`src/rtl/video_path_mux.sv`:
```
// Frame-synchronous stream selector for the HDMI pixel path: per-channel latency
// compensation, then a registered mux whose selection only changes at a frame start.
module video_path_mux #(
    parameter int NUM_CH    = 3,
    parameter int DW        = 8,
    parameter int MAX_DLY   = 15,
    parameter int DLY_W     = 4,
    parameter int SEL_W     = 3,
    parameter int RESET_SEL = 0
) (
    input  logic                    clk,
    input  logic                    rst_n,
    input  logic [NUM_CH*DW-1:0]    ch_r_i,
    input  logic [NUM_CH*DW-1:0]    ch_g_i,
    input  logic [NUM_CH*DW-1:0]    ch_b_i,
    input  logic [NUM_CH-1:0]       ch_dv_i,
    input  logic [NUM_CH-1:0]       ch_hs_i,
    input  logic [NUM_CH-1:0]       ch_vs_i,
    input  logic [NUM_CH*DLY_W-1:0] dly_i,
    input  logic [SEL_W-1:0]        sel_i,
    input  logic                    sel_req_i,
    output logic [DW-1:0]           r_o,
    output logic [DW-1:0]           g_o,
    output logic [DW-1:0]           b_o,
    output logic                    dv_o,
    output logic                    hs_o,
    output logic                    vs_o,
    output logic [SEL_W-1:0]        active_sel_o,
    output logic                    pending_o,
    output logic                    switch_done_o
);

    // Word layout: {r, g, b, dv, hs, vs}
    localparam int PW = 3*DW + 3;
    localparam logic [DLY_W-1:0] MAX_TAP = DLY_W'(MAX_DLY);

    typedef enum logic {
        ST_IDLE    = 1'b0,
        ST_PENDING = 1'b1
    } state_t;

    logic [PW-1:0]    in_word_s [NUM_CH];
    logic [PW-1:0]    dline_r   [NUM_CH][MAX_DLY];
    logic [PW-1:0]    aligned_s [NUM_CH];
    logic             vs_hist_r;
    logic             fs_s;
    state_t           state_r;
    state_t           next_state_s;
    logic [SEL_W-1:0] pend_sel_r;
    logic [SEL_W-1:0] active_sel_r;
    logic [SEL_W-1:0] eff_sel_s;
    logic             capture_s;
    logic             commit_s;
    logic [PW-1:0]    mux_word_s;
    logic [PW-1:0]    out_word_r;
    logic             pending_r;
    logic             switch_done_r;

    // Pack each channel's colour and timing into one word
    always_comb begin
        for (int k = 0; k < NUM_CH; k++) begin
            in_word_s[k] = {ch_r_i[k*DW +: DW], ch_g_i[k*DW +: DW], ch_b_i[k*DW +: DW],
                            ch_dv_i[k], ch_hs_i[k], ch_vs_i[k]};
        end
    end

    // Per-channel compensation shift registers
    always_ff @(posedge clk or negedge rst_n) begin
        if (!rst_n) begin
            for (int k = 0; k < NUM_CH; k++) begin
                for (int i = 0; i < MAX_DLY; i++) begin
                    dline_r[k][i] <= '0;
                end
            end
        end else begin
            for (int k = 0; k < NUM_CH; k++) begin
                dline_r[k][0] <= in_word_s[k];
                for (int i = 1; i < MAX_DLY; i++) begin
                    dline_r[k][i] <= dline_r[k][i-1];
                end
            end
        end
    end

    // Tap selection; oversized delay requests saturate at the deepest tap
    always_comb begin
        logic [DLY_W-1:0] tap_v;
        logic [PW-1:0]    word_v;
        for (int k = 0; k < NUM_CH; k++) begin
            if (dly_i[k*DLY_W +: DLY_W] > MAX_TAP) begin
                tap_v = MAX_TAP;
            end else begin
                tap_v = dly_i[k*DLY_W +: DLY_W];
            end
            word_v = in_word_s[k];
            for (int i = 1; i <= MAX_DLY; i++) begin
                if (tap_v == DLY_W'(i)) begin
                    word_v = dline_r[k][i-1];
                end else begin
                    word_v = word_v;
                end
            end
            aligned_s[k] = word_v;
        end
    end

    // Channel 0 is the frame timing reference
    assign fs_s = aligned_s[0][0] & ~vs_hist_r;

    // Frame-start history register
    always_ff @(posedge clk or negedge rst_n) begin
        if (!rst_n) begin
            vs_hist_r <= 1'b0;
        end else begin
            vs_hist_r <= aligned_s[0][0];
        end
    end

    // FSM state register
    always_ff @(posedge clk or negedge rst_n) begin
        if (!rst_n) begin
            state_r <= ST_IDLE;
        end else begin
            state_r <= next_state_s;
        end
    end

    // FSM next state: a request arriving with fs keeps the FSM pending
    always_comb begin
        next_state_s = state_r;
        case (state_r)
            ST_IDLE: begin
                if (sel_req_i) begin
                    next_state_s = ST_PENDING;
                end else begin
                    next_state_s = ST_IDLE;
                end
            end
            ST_PENDING: begin
                if (fs_s && !sel_req_i) begin
                    next_state_s = ST_IDLE;
                end else begin
                    next_state_s = ST_PENDING;
                end
            end
            default: next_state_s = ST_IDLE;
        endcase
    end

    // FSM outputs: capture/commit strobes and the select used this cycle
    always_comb begin
        capture_s = 1'b0;
        commit_s  = 1'b0;
        case (state_r)
            ST_IDLE: begin
                capture_s = sel_req_i;
                commit_s  = 1'b0;
            end
            ST_PENDING: begin
                capture_s = sel_req_i;
                commit_s  = fs_s;
            end
            default: begin
                capture_s = 1'b0;
                commit_s  = 1'b0;
            end
        endcase
        eff_sel_s = commit_s ? pend_sel_r : active_sel_r;
    end

    // Selection and status registers
    always_ff @(posedge clk or negedge rst_n) begin
        if (!rst_n) begin
            pend_sel_r    <= {SEL_W{1'b0}};
            active_sel_r  <= SEL_W'(RESET_SEL);
            pending_r     <= 1'b0;
            switch_done_r <= 1'b0;
        end else begin
            if (capture_s) begin
                pend_sel_r <= sel_i;
            end
            if (commit_s) begin
                active_sel_r <= pend_sel_r;
            end
            pending_r     <= (next_state_s == ST_PENDING);
            switch_done_r <= commit_s;
        end
    end

    // Output mux; out-of-range selects blank colour but keep channel 0 timing
    always_comb begin
        logic [PW-1:0] sel_word_v;
        sel_word_v = {{(3*DW){1'b0}}, aligned_s[0][2:0]};
        for (int k = 0; k < NUM_CH; k++) begin
            if (eff_sel_s == SEL_W'(k)) begin
                sel_word_v = aligned_s[k];
            end else begin
                sel_word_v = sel_word_v;
            end
        end
        mux_word_s = sel_word_v;
    end

    // Output pixel register
    always_ff @(posedge clk or negedge rst_n) begin
        if (!rst_n) begin
            out_word_r <= '0;
        end else begin
            out_word_r <= mux_word_s;
        end
    end

    assign r_o           = out_word_r[3+2*DW +: DW];
    assign g_o           = out_word_r[3+DW +: DW];
    assign b_o           = out_word_r[3 +: DW];
    assign dv_o          = out_word_r[2];
    assign hs_o          = out_word_r[1];
    assign vs_o          = out_word_r[0];
    assign active_sel_o  = active_sel_r;
    assign pending_o     = pending_r;
    assign switch_done_o = switch_done_r;

endmodule

```
`config.mk`:
```
export PLATFORM = sky130hd
export DESIGN_NAME = video_path_mux
export DESIGN_NICKNAME = d
export VERILOG_FILES = /design/src/rtl/video_path_mux.sv
export SDC_FILE = /design/constraint.sdc
export NUM_CORES = 2
export LEC_CHECK = 0
export BUFFER_PORTS_ARGS = -buffer_cell sky130_fd_sc_hd__buf_4
export CAP_MARGIN = 10
export CORE_ASPECT_RATIO = 1.1
export CORE_MARGIN = 4
export CORE_UTILIZATION = 30
export DETAILED_ROUTE_END_ITERATION = 8
export GPL_TIMING_DRIVEN = 0
export PLACE_DENSITY = 0.46
export SLEW_MARGIN = 20
export SYNTH_ARGS = -nofsm -noshare
export SYNTH_HDL_FRONTEND = slang
export SYNTH_SLANG_ARGS = --single-unit
```
`constraint.sdc`:
```
create_clock -name clk -period 2.7 [get_ports clk]
set_clock_uncertainty 0.2 [all_clocks]
set_input_delay 0.81 -clock clk [delete_from_list [all_inputs] [get_ports clk]]
set_output_delay 0.81 -clock clk [all_outputs]
set_load 0.01 [all_outputs]
```
==> metrics.csv <==
stage,metric,value,unit
pwr,clkPwrFrac,40.8,%
placed_design,hpwlAfterDp,115,mm
detailed_routing,avgRoutedWirePerCell,28.4,µm
clock_tree,cts.path.max_buffers,3,
layout,fillers,14202,
pwr,peakVddDrop,704,µV
clock_tree,clk_pin_slew_worst_paths,0.05,ns
hold_path,hold_class,in2async,
setup_path,crit_type,in2reg,
layout,layout-drive-gt1-share,24.4,%
setup_path,cp_top_family,buffers and inverters,
global_route,antenna_found_initial,5,
logic_synthesis,synth_top_family_by_area,compound AO/OA/AOI/OAI gates,
logic_synthesis,synthMuxAreaShare,6.58,%
detailed_routing,vias,32239,
timing,max_slew_margin,21.8,%
pwr,total_power,47.3,mW
logic_synthesis,syn_area,0.0455,mm²
layout,final_cell_mix,"dfrtp_1, a21oi_1, o21ai_0",
setup_path,crit_chain,buf_4 -> buf_6 -> buf_8 -> nor3_4 -> a211oi_2 -> a311oi_4 -> nor3_2 -> nor3_4 -> buf_6 -> buf_12 -> mux2_4 -> buf_4 -> a221oi_4 -> a31oi_4,
floorplanning,io_pins,131,
logic_synthesis,synth_flop_cell,dfrtp_1,
floorplanning,die_w,380,µm
timing,fin_tns_setup,-9.96,ns
logic_synthesis,ys_seq_area_share,68.7,%
global_route,grt_pass1_wl,248,mm
clock_tree,clk-insertion-delay-late,0.79,ns
setup_path,crit_required,3.11,ns
timing,worst_pin_slew,1.17,ns
layout,final_common_cell,dfrtp_1,
layout,finish.utilization,38.9,%
clock_tree,h-tree-depth,4,
layout,area_delta_synth_final,28.3,%
pwr,power.share.sequential,43.5,%
clock_tree,clock_sinks,1251,
pwr,p_switching,13.0,mW
pwr,p_per_area,809,mW/mm²
pwr,p_sw_share,27.6,%
setup_path,crit_buf_inv,6,
logic_synthesis,synth_top_area_share,68.7,%
timing,setup_ws,-0.474,ns
floorplanning,rows,149,
placed_design,io_buffers,129,
timing,hold_slack,-0.217,ns
global_route,use_met3,3.47,%
floorplanning,die_area,0.158,mm²
logic_synthesis,syn_area_per_cell,13.0,µm²
setup_path,critical_path.max_stage_delay,0.47,ns
timing,rsz0062_at_grt,true,
global_route,grt-busiest-layer,met2,
logic_synthesis,ys_seq_elements,1251,
detailed_routing,ant_nets,0,
logic_synthesis,synthTopCellsByArea,"dfrtp_1, a21oi_1, mux2i_1",
logic_synthesis,synth_compound_area_share,15.9,%
clock_tree,root_buffer,clkbuf_16,
floorplanning,die_h,417,µm
timing,drv_slew,0,
logic_synthesis,synthSimpleGateAreaFrac,6.11,%
placed_design,dp_slack,-2.78,ns
setup_path,arrival,3.59,ns
pwr,combPwrFrac,15.7,%
detailed_routing,routed_wirelength,171,mm
setup_path,setup.worst_path.end_class,flop,
floorplanning,initial_core_util,30.3,%
global_route,grt_overflow_total,0,
logic_synthesis,synth_cell_types,89,
pwr,p_int,34.2,mW
setup_path,crit_fanout,10,
detailed_routing,routed_via_density,5.35,
logic_synthesis,syn_inst,3503,
clock_tree,numCtsBuffers,139,
timing,hold_violations,109,
logic_synthesis,syn_nets,3602,
timing,period_share,118,%
logic_synthesis,yosys_warnings,0,
clock_tree,cts_hold_buffers,81,
global_route,grt_start_max_net_pins,146,
placed_design,gp_congestion,0.854,
timing,setup_viol,27,
logic_synthesis,synth-xor-area-share,0,%
run,drv_cap,0,
floorplanning,coreArea,0.150,mm²
global_route,first_global_vias,33733,
global_route,grt_use_met1,29.5,%
logic_synthesis,async_reset_ff_share,100,%
global_route,grt_usage,21.4,%
logic_synthesis,synth_fa_ha_area_share,0,%
detailed_routing,drt_iter0_drc,2703,
outcome,status,finished with violations,
detailed_routing,drcViolationCount,0,
timing,fmax,315,MHz
setup_path,worst_path_max_delay_cell,a221oi_4,
setup_path,rr_startpoint,dline_r[972]$_DFF_PN0_,
setup_path,startpoint,dly_i[0],
clock_tree,cts_tree,done,
logic_synthesis,synth-edff-count,0,
detailed_routing,first_pass_iters,6,
timing,min_period,3.17,ns
layout,fin_nets,4051,
pwr,p_leak,24.7,nW
outcome,violations,"negative hold slack, negative setup slack",
global_route,use_met2,34.4,%
logic_synthesis,yosysTopAreaCell,dfrtp_1,
setup_path,crit_path_start_kind,input pin,
[Yosys cell counts, types with 7 or more instances]
| cell | count |
|---|---|
| a211oi_1 | 37 |
| a2bb2oi_1 | 18 |
| mux4_2 | 25 |
| buf_1 | 32 |
| dfrtp_1 | 1251 |
| nand3_1 | 27 |
| mux2_1 | 8 |
| a22o_1 | 16 |
| nand2_1 | 188 |
| mux2i_1 | 148 |
| nor3b_1 | 13 |
| o21a_1 | 10 |
| a31oi_1 | 34 |
| and3_1 | 9 |
| nor2_1 | 188 |
| o21ai_0 | 260 |
| o221a_2 | 9 |
| a221oi_1 | 41 |
| a32oi_1 | 12 |
| a21oi_1 | 296 |
| o21ai_1 | 14 |
| o31ai_1 | 10 |
| a2111oi_0 | 7 |
| mux2_2 | 70 |
| o211ai_1 | 36 |
| a21o_1 | 7 |
| nor3_1 | 27 |
| o22ai_1 | 111 |
| buf_6 | 9 |
| nor2b_1 | 50 |
| o221ai_1 | 56 |
| a311oi_1 | 8 |
| a22oi_1 | 59 |
| nand2b_1 | 34 |
| or3_1 | 8 |
| o32ai_1 | 11 |
| clkbuf_1 | 136 |
| o22a_1 | 10 |
| a221o_1 | 11 |
| inv_1 | 24 |
| buf_2 | 70 |
[state kept, by name, summed over array words and instances (netlist names)]
| signal | cells |
|---|---|
| dline_r | 1215 |
| pend_sel_r | 3 |
| vs_hist_r | 1 |
| pending_o | 1 |
| active_sel_o | 3 |
| switch_done_o | 1 |
| out_word_r | 27 |
[what timing repair did]
action / 4_1_cts / 5_1_grt
gates resized for setup: 681 / 92
hold endpoints to repair: 190 / 109
cloned: 4 / 2
pin swaps: 73 / 27
endpoints found under the setup margin: 30 / 73
setup buffers: 74 / 17
[cell families after synthesis]
logic type      Yosys count
compound gates         1126
buf+inv                 282
flops                  1251
mux                     256
simple gates            588
[through the flow]
step | hold slack (ns) | instances | instance area, µm²
floorplan | 0.146 | 3503 | 45600
global placement | 0.150 | 5595 | 49000
detailed placement | 0.153 | 5606 | 49400
CTS | -0.209 | 6000 | 57900
global route | -0.187 | 6018 | 58400
finish | -0.217 | 6021 | 58500
[final timing paths]
check                                            end  slack [ns]  cells after the start
min reg2reg                  dline_r[1025]$_DFF_PN0_        0.15                      0
min                           dline_r[313]$_DFF_PN0_       -0.22                      1
max reg2reg                 out_word_r[12]$_DFF_PN0_       -0.46                     11
max                         out_word_r[12]$_DFF_PN0_       -0.47                     14
min in group clk           pend_sel_r[2]$_DFFE_PN0P_        0.07                      2
max in group asynchronous    dline_r[1094]$_DFF_PN0_        0.69                      4
[power groups by stage]
stage	Clock (mW)	Sequential, mW	Combinational (mW)
after floorplan	0	20.7	2.35
after global placement	0	20.9	5.39
after detailed placement	0	20.9	5.45
after CTS	19.7	20.6	6.99
after global routing	20.5	20.7	7.77
final	19.3	20.6	7.42
[layer usage]
metal	up-vias	share of wire (%)
met3	264	5.2
met2	1066	47
li1	13759	-
met4	0	3.3
met1	17150	44
met5	-	0
[worst reg2reg max path, delay by kind of cell (launching register included)]
| family | cells | cell delay [ns] |
|---|---|---|
| mux | 2 | 0.53 |
| buf+inv | 3 | 0.49 |
| flops | 1 | 0.41 |
| compound gates | 4 | 0.95 |
| simple gates | 2 | 0.41 |
[area by class of cell]
cell class              count  area (µm²)  share of cell area (%)
diodes                      3        7.51                  0.0128
plain buffers             244        2180                    3.72
clock buffers             216        4260                    7.28
clock inverters            28         355                   0.608
inverters                  28         115                   0.197
multi-input cells        1971       14700                    25.1
flip-flops and latches   1251       31300                    53.6
well taps                1963        2460                    4.20
repair buffers            317        3110                    5.32
Note: power is estimated with default switching activity, not from simulation.
